===== src/rtl/bitplane_block_packer.sv =====
// Pixel-stream to bit-plane block packer: buffers BLK_PIX pixels, then emits one
// block per bit plane, each tagged with plane number, block index and plane key.
module bitplane_block_packer #(
    parameter int BLK_PIX    = 256,
    parameter int FRAME_BLKS = 256
) (
    input  logic               clk,
    input  logic               rst_n,
    input  logic [7:0]         pix,
    input  logic               pix_valid,
    output logic               pix_ready,
    input  logic [21:0]        key_in,
    output logic [BLK_PIX-1:0] blk,
    output logic [3:0]         blk_plane,
    output logic [21:0]        blk_key,
    output logic [7:0]         blk_idx,
    output logic               blk_valid,
    input  logic               blk_ready,
    output logic               frame_done
);

    localparam int PW = (BLK_PIX > 1) ? $clog2(BLK_PIX) : 1;

    typedef enum logic {
        S_FILL = 1'b0,
        S_EMIT = 1'b1
    } state_t;

    state_t             state_r;
    logic [PW-1:0]      pcnt_r;
    logic [7:0]         bcnt_r;
    logic [17:0]        key_lat_r;
    // Buffer is stored plane-major so a whole plane block is one read
    logic [BLK_PIX-1:0] planes_r [8];

    logic               pix_xfer_s;
    logic               blk_xfer_s;
    logic               last_pix_s;
    logic [PW-1:0]      wr_pos_s;
    logic [17:0]        key_sel_s;
    logic [BLK_PIX-1:0] first_blk_s;
    logic               key_lsb_unused_s;

    assign key_lsb_unused_s = ^key_in[3:0];

    // Handshake qualifiers and write position of the current pixel
    always_comb begin
        pix_xfer_s = pix_valid & pix_ready & (state_r == S_FILL);
        blk_xfer_s = blk_valid & blk_ready & (state_r == S_EMIT);
        last_pix_s = (pcnt_r == PW'(BLK_PIX - 1));
        wr_pos_s   = PW'(BLK_PIX - 1) - pcnt_r;
        if ((pcnt_r == {PW{1'b0}}) && (bcnt_r == 8'd0)) begin
            key_sel_s = key_in[21:4];
        end else begin
            key_sel_s = key_lat_r;
        end
    end

    // Plane 1 block including the pixel being accepted on this edge
    always_comb begin
        first_blk_s           = planes_r[0];
        first_blk_s[wr_pos_s] = pix[0];
    end

    // Scatter each accepted pixel's bits into the eight plane rows
    always_ff @(posedge clk) begin
        if (rst_n && pix_xfer_s) begin
            for (int b = 0; b < 8; b++) begin
                planes_r[b][wr_pos_s] <= pix[b];
            end
        end
    end

    // Control FSM with registered handshake and block outputs
    always_ff @(posedge clk) begin
        if (!rst_n) begin
            state_r    <= S_FILL;
            pcnt_r     <= {PW{1'b0}};
            bcnt_r     <= 8'd0;
            key_lat_r  <= 18'd0;
            pix_ready  <= 1'b0;
            blk_valid  <= 1'b0;
            blk        <= {BLK_PIX{1'b0}};
            blk_plane  <= 4'd1;
            blk_key    <= 22'd0;
            blk_idx    <= 8'd0;
            frame_done <= 1'b0;
        end else begin
            frame_done <= 1'b0;
            case (state_r)
                S_FILL: begin
                    pix_ready <= 1'b1;
                    blk_valid <= 1'b0;
                    if (pix_xfer_s) begin
                        key_lat_r <= key_sel_s;
                        if (last_pix_s) begin
                            pcnt_r    <= {PW{1'b0}};
                            state_r   <= S_EMIT;
                            pix_ready <= 1'b0;
                            blk_valid <= 1'b1;
                            blk       <= first_blk_s;
                            blk_plane <= 4'd1;
                            blk_key   <= {key_sel_s, 4'd1};
                            blk_idx   <= bcnt_r;
                        end else begin
                            pcnt_r <= pcnt_r + PW'(1);
                        end
                    end
                end
                S_EMIT: begin
                    if (blk_xfer_s) begin
                        if (blk_plane == 4'd8) begin
                            state_r   <= S_FILL;
                            blk_valid <= 1'b0;
                            pix_ready <= 1'b1;
                            blk_plane <= 4'd1;
                            if (bcnt_r == 8'(FRAME_BLKS - 1)) begin
                                bcnt_r     <= 8'd0;
                                frame_done <= 1'b1;
                            end else begin
                                bcnt_r <= bcnt_r + 8'd1;
                            end
                        end else begin
                            // Current plane n selects row n, i.e. plane n+1
                            blk       <= planes_r[blk_plane[2:0]];
                            blk_plane <= blk_plane + 4'd1;
                            blk_key   <= {key_lat_r, blk_plane + 4'd1};
                        end
                    end
                end
                default: begin
                    state_r   <= S_FILL;
                    pcnt_r    <= {PW{1'b0}};
                    pix_ready <= 1'b0;
                    blk_valid <= 1'b0;
                    blk_plane <= 4'd1;
                end
            endcase
        end
    end

endmodule


===== config.mk =====
export PLATFORM = sky130hd
export DESIGN_NAME = bitplane_block_packer
export DESIGN_NICKNAME = d
export VERILOG_FILES = /design/src/rtl/bitplane_block_packer.sv
export SDC_FILE = /design/constraint.sdc
export NUM_CORES = 2
export LEC_CHECK = 0
export ABC_CLOCK_PERIOD_IN_PS = 2400
export BUFFER_PORTS_ARGS = -buffer_cell sky130_fd_sc_hd__buf_2
export CORE_ASPECT_RATIO = 0.7
export CORE_MARGIN = 1.5
export CORE_UTILIZATION = 56
export DETAILED_ROUTE_END_ITERATION = 8
export GPL_ROUTABILITY_DRIVEN = 0
export GPL_TIMING_DRIVEN = 0
export HOLD_SLACK_MARGIN = 0.12
export PLACE_DENSITY_LB_ADDON = 0.1
export SKIP_CTS_REPAIR_TIMING = 1
export SLEW_MARGIN = 20
export SYNTH_ARGS = -nofsm -noshare
export SYNTH_HDL_FRONTEND = slang
export SYNTH_SLANG_ARGS = --single-unit

===== constraint.sdc =====
create_clock -name clk -period 2.4 [get_ports clk]
set_input_delay 0.24 -clock clk [delete_from_list [all_inputs] [get_ports clk]]
set_output_delay 0.24 -clock clk [all_outputs]
set_load 0.005 [all_outputs]

==> results.cfg <==
[status]
status = finished, violations left
violations = negative setup slack

[placement]
io_buffers = 321
dp_hpwl_mm = 198
place_ws_ns = -2.87
dpl_cell_area_um2 = 102000

[clock_network]
ctsHtreeMaxLevel = 4
clkSinkCount = 2379
cts_tree = built
clock_latency_ns = 0.87
clk_path_buf_depth = 3
root_buffer = clkbuf_16
cts_made_buffers = 215
clk_pin_slew_worst_paths_ns = 0.06

[die]
rows = 126
io_pins = 327
fp.dieW_um = 497
start_util_pct = 56.6
core_area_um2 = 169000
die_area_um2 = 173000
die_y_um = 349

[grt]
grt_pass1_vias = 55300
overflow = 0
grt_max_degree = 86
grt_first_pass_wirelength_mm = 429
globalRouteTotalUtil_pct = 35.7
antenna_found_initial = 28

[logic_synthesis]
yosysWarnings = 0
synth_fa_ha_area_share_pct = 0.105
synthArstFlopShare_pct = 0
syn_area_um2 = 95700
avgSynthCellArea_um2 = 18.1
synthXorXnorAreaFrac_pct = 0.0915
yosysTopAreaCell = edfxtp_1
synth_edf_count = 2048
synthMuxAreaShare_pct = 14.7
synth_cell_types = 55
synthCells = 5281
synthesis.nets = 5323
seq_area_frac_synth_pct = 71.2
synthFlopType = edfxtp_1
synth_top_family_by_area = multiplexers
yosys.area_share.simple_pct = 3.13
netlist.area_leader.share_pct = 64.2
synth-compound-area-share_pct = 8.50
ys_top_cells_by_area = edfxtp_1 (64%), mux4_2 (12%), dfxtp_1 (6.9%)
synth-seq-cells = 2379

[finish]
area_delta_synth_final_pct = 18.4
stdcell_area_um2 = 113000
final-seq-area_um2 = 68100
nFillCells = 11200
fin_nets = 6047
drive_gt1_share_pct = 32.4
multi_input_area_um2 = 27600

[min_path]
min_from = pix_valid
hold_path.class = primary input to register

[critical_path]
slowest_stage = dfxtp_4
rr_startpoint = pcnt_r[1]
start_kind = register
crit_required_ns = 2.91
crit_path_start = pcnt_r[1]
crit_fanout = 9
cp.arrival_ns = 3.09
max_stage_delay_ns = 0.37
cp-end-kind = register
critPathKind = register to register
crit_chain = inv_1, ha_1, and3_1, clkbuf_4, buf_12, nand2_8, clkbuf_4, buf_12, nor2_4
r2r_setup_slack_ns = -0.18

[timing]
fin_crit_sh_pct = 108
finalSetupViolCount = 1011
min_period_ns = 2.58
worst_slack_ns = -0.180
fin_skew_ns = 0.0382
finalSetupTns_ns = -64.62
timing_hold_violations_final = 0
fmax_ghz = 0.388
tightest_slew_ns = 0.991
rsz0062_at_grt = yes
slew_headroom_pct = 33.9
slew_violations = 0

[route]
dr.pass1.iters = 8
vias = 59100
via_per_inst = 6.97
first_iter_violations = 9469
remaining_drc_errors = 0
routed_wl_mm = 316
drtAntennaViolNets = 0
wl_per_cell_um = 37.2

[power_and_ir_drop]
vdd_ir_drop_max_v = 0.000648
leakage_nw = 37.4
power.density_nw_per_um2 = 713

[job]
maxCapViolations = 0
[synth_stat cells, types with 3 or more instances]
library cell,number
nand3b_1,3
or3_1,5
a21boi_1,26
a21boi_0,230
and4b_1,5
a21o_1,18
buf_2,175
a22o_1,8
mux2i_1,256
nor3b_2,3
ha_1,8
inv_1,27
and3b_1,10
and4_1,3
clkbuf_1,231
a211oi_1,19
clkbuf_2,3
a311o_1,256
nand3_1,31
nor3_1,4
nand4_1,7
buf_4,12
mux4_2,512
xor2_1,5
nand2_1,315
edfxtp_1,2048
nor2_1,270
and4bb_1,4
a32o_1,256
and3_1,8
nor4b_4,4
o21ai_0,29
nor2b_1,4
dfxtp_1,331
a21oi_1,38
a41oi_1,19
o2bb2ai_1,18
buf_1,55
xnor2_1,5
[per-stage QoR]
stage / total power [mW] / utilization [%] / cells / hold slack (ns)
6_report: 80.9 / 67.0 / 8477 / 0.0798
5_1_grt: 82.4 / 67.0 / 8440 / 0.124
4_1_cts: 80.6 / 64.2 / 8306 / -0.382
3_5_place_dp: 47.3 / 60.1 / 7899 / 0.445
3_3_place_gp: 47.4 / 59.2 / 7842 / 0.444
2_1_floorplan: 46.1 / - / 5281 / 0.339
[sequential cells by signal, indices dropped and copies added, names as in the netlist, named ones only]
name and count:
planes_r 2048, blk 256, blk_key 22, key_lat_r 18, bcnt_r 8, blk_idx 8
pcnt_r 8, blk_plane 4, blk_valid 1, frame_done 1, pix_ready 1, state_r 1
[critical path, delay by kind of cell, from the launching register on]
kind | cells | cell delay, ns
buffers and inverters | 5 | 0.93
and+or+nand+nor | 3 | 0.62
DFF | 1 | 0.37
adders and majority gates | 1 | 0.22
[cells by family (layout without fill, tap and decap cells)]
logic type | after synthesis | in the layout
DFF | 2379 | 2379
AOI/OAI and AO/OA | 923 | 923
muxes | 769 | 769
and+or+nand+nor | 686 | 686
buffers and inverters | 506 | 1420
xor gates and xnor gates | 10 | 10
adders and majority gates | 8 | 8
other | 0 | 42
[report_power, final]
group	internal [mW]	total (mW)	switching (mW)
combinational	0.414	1.85	1.44
sequential	44.8	44.9	0.0178
clock	18.8	34.2	15.4
total	64.0	80.9	16.9
[routing by layer]
metal / vias up / global-route usage, % / wire length [µm]
met5: - / 0 / 229
met3: 767 / 12.2 / 43100
li1: 23400 / - / -
met2: 4422 / 51.3 / 139000
met4: 6 / 17.0 / 15900
met1: 30600 / 49.3 / 117000
[final cells by class]
type	count	area share, %
diodes	42	0.0927
plain buffers	470	2.90
clock buffers	311	5.40
clock inverters	96	0.690
inverters	28	0.0927
multi-input cells	2396	24.4
flip-flops and latches	2379	60.1
well taps	2240	2.47
repair buffers	515	3.90
[cell usage in the layout (no fill, tap or decap), types with 66 or more instances in the layout]
cell       Yosys  layout
buf_6          2      66
buf_2        175     379
clkbuf_16      0     222
mux4_2       512     512
clkbuf_4       0      71
a311o_1      256     256
a32o_1       256     256
nand2_1      315     290
mux2i_1      256     256
clkbuf_2       3      82
nor2_4         0     221
clkbuf_1     231     163
buf_4         12     152
dfxtp_1      331     321
edfxtp_1    2048    2048
a21boi_0     230     230
[path summary, 6_finish.rpt]
path                                        end  depth (start not counted)
worst min-delay path                  pcnt_r[0]                          5
worst min register to register           blk[5]                          1
worst max-delay path            planes_r[0][98]                          9
worst max register to register  planes_r[0][98]                          9
Note: power is estimated with default switching activity, not from simulation.
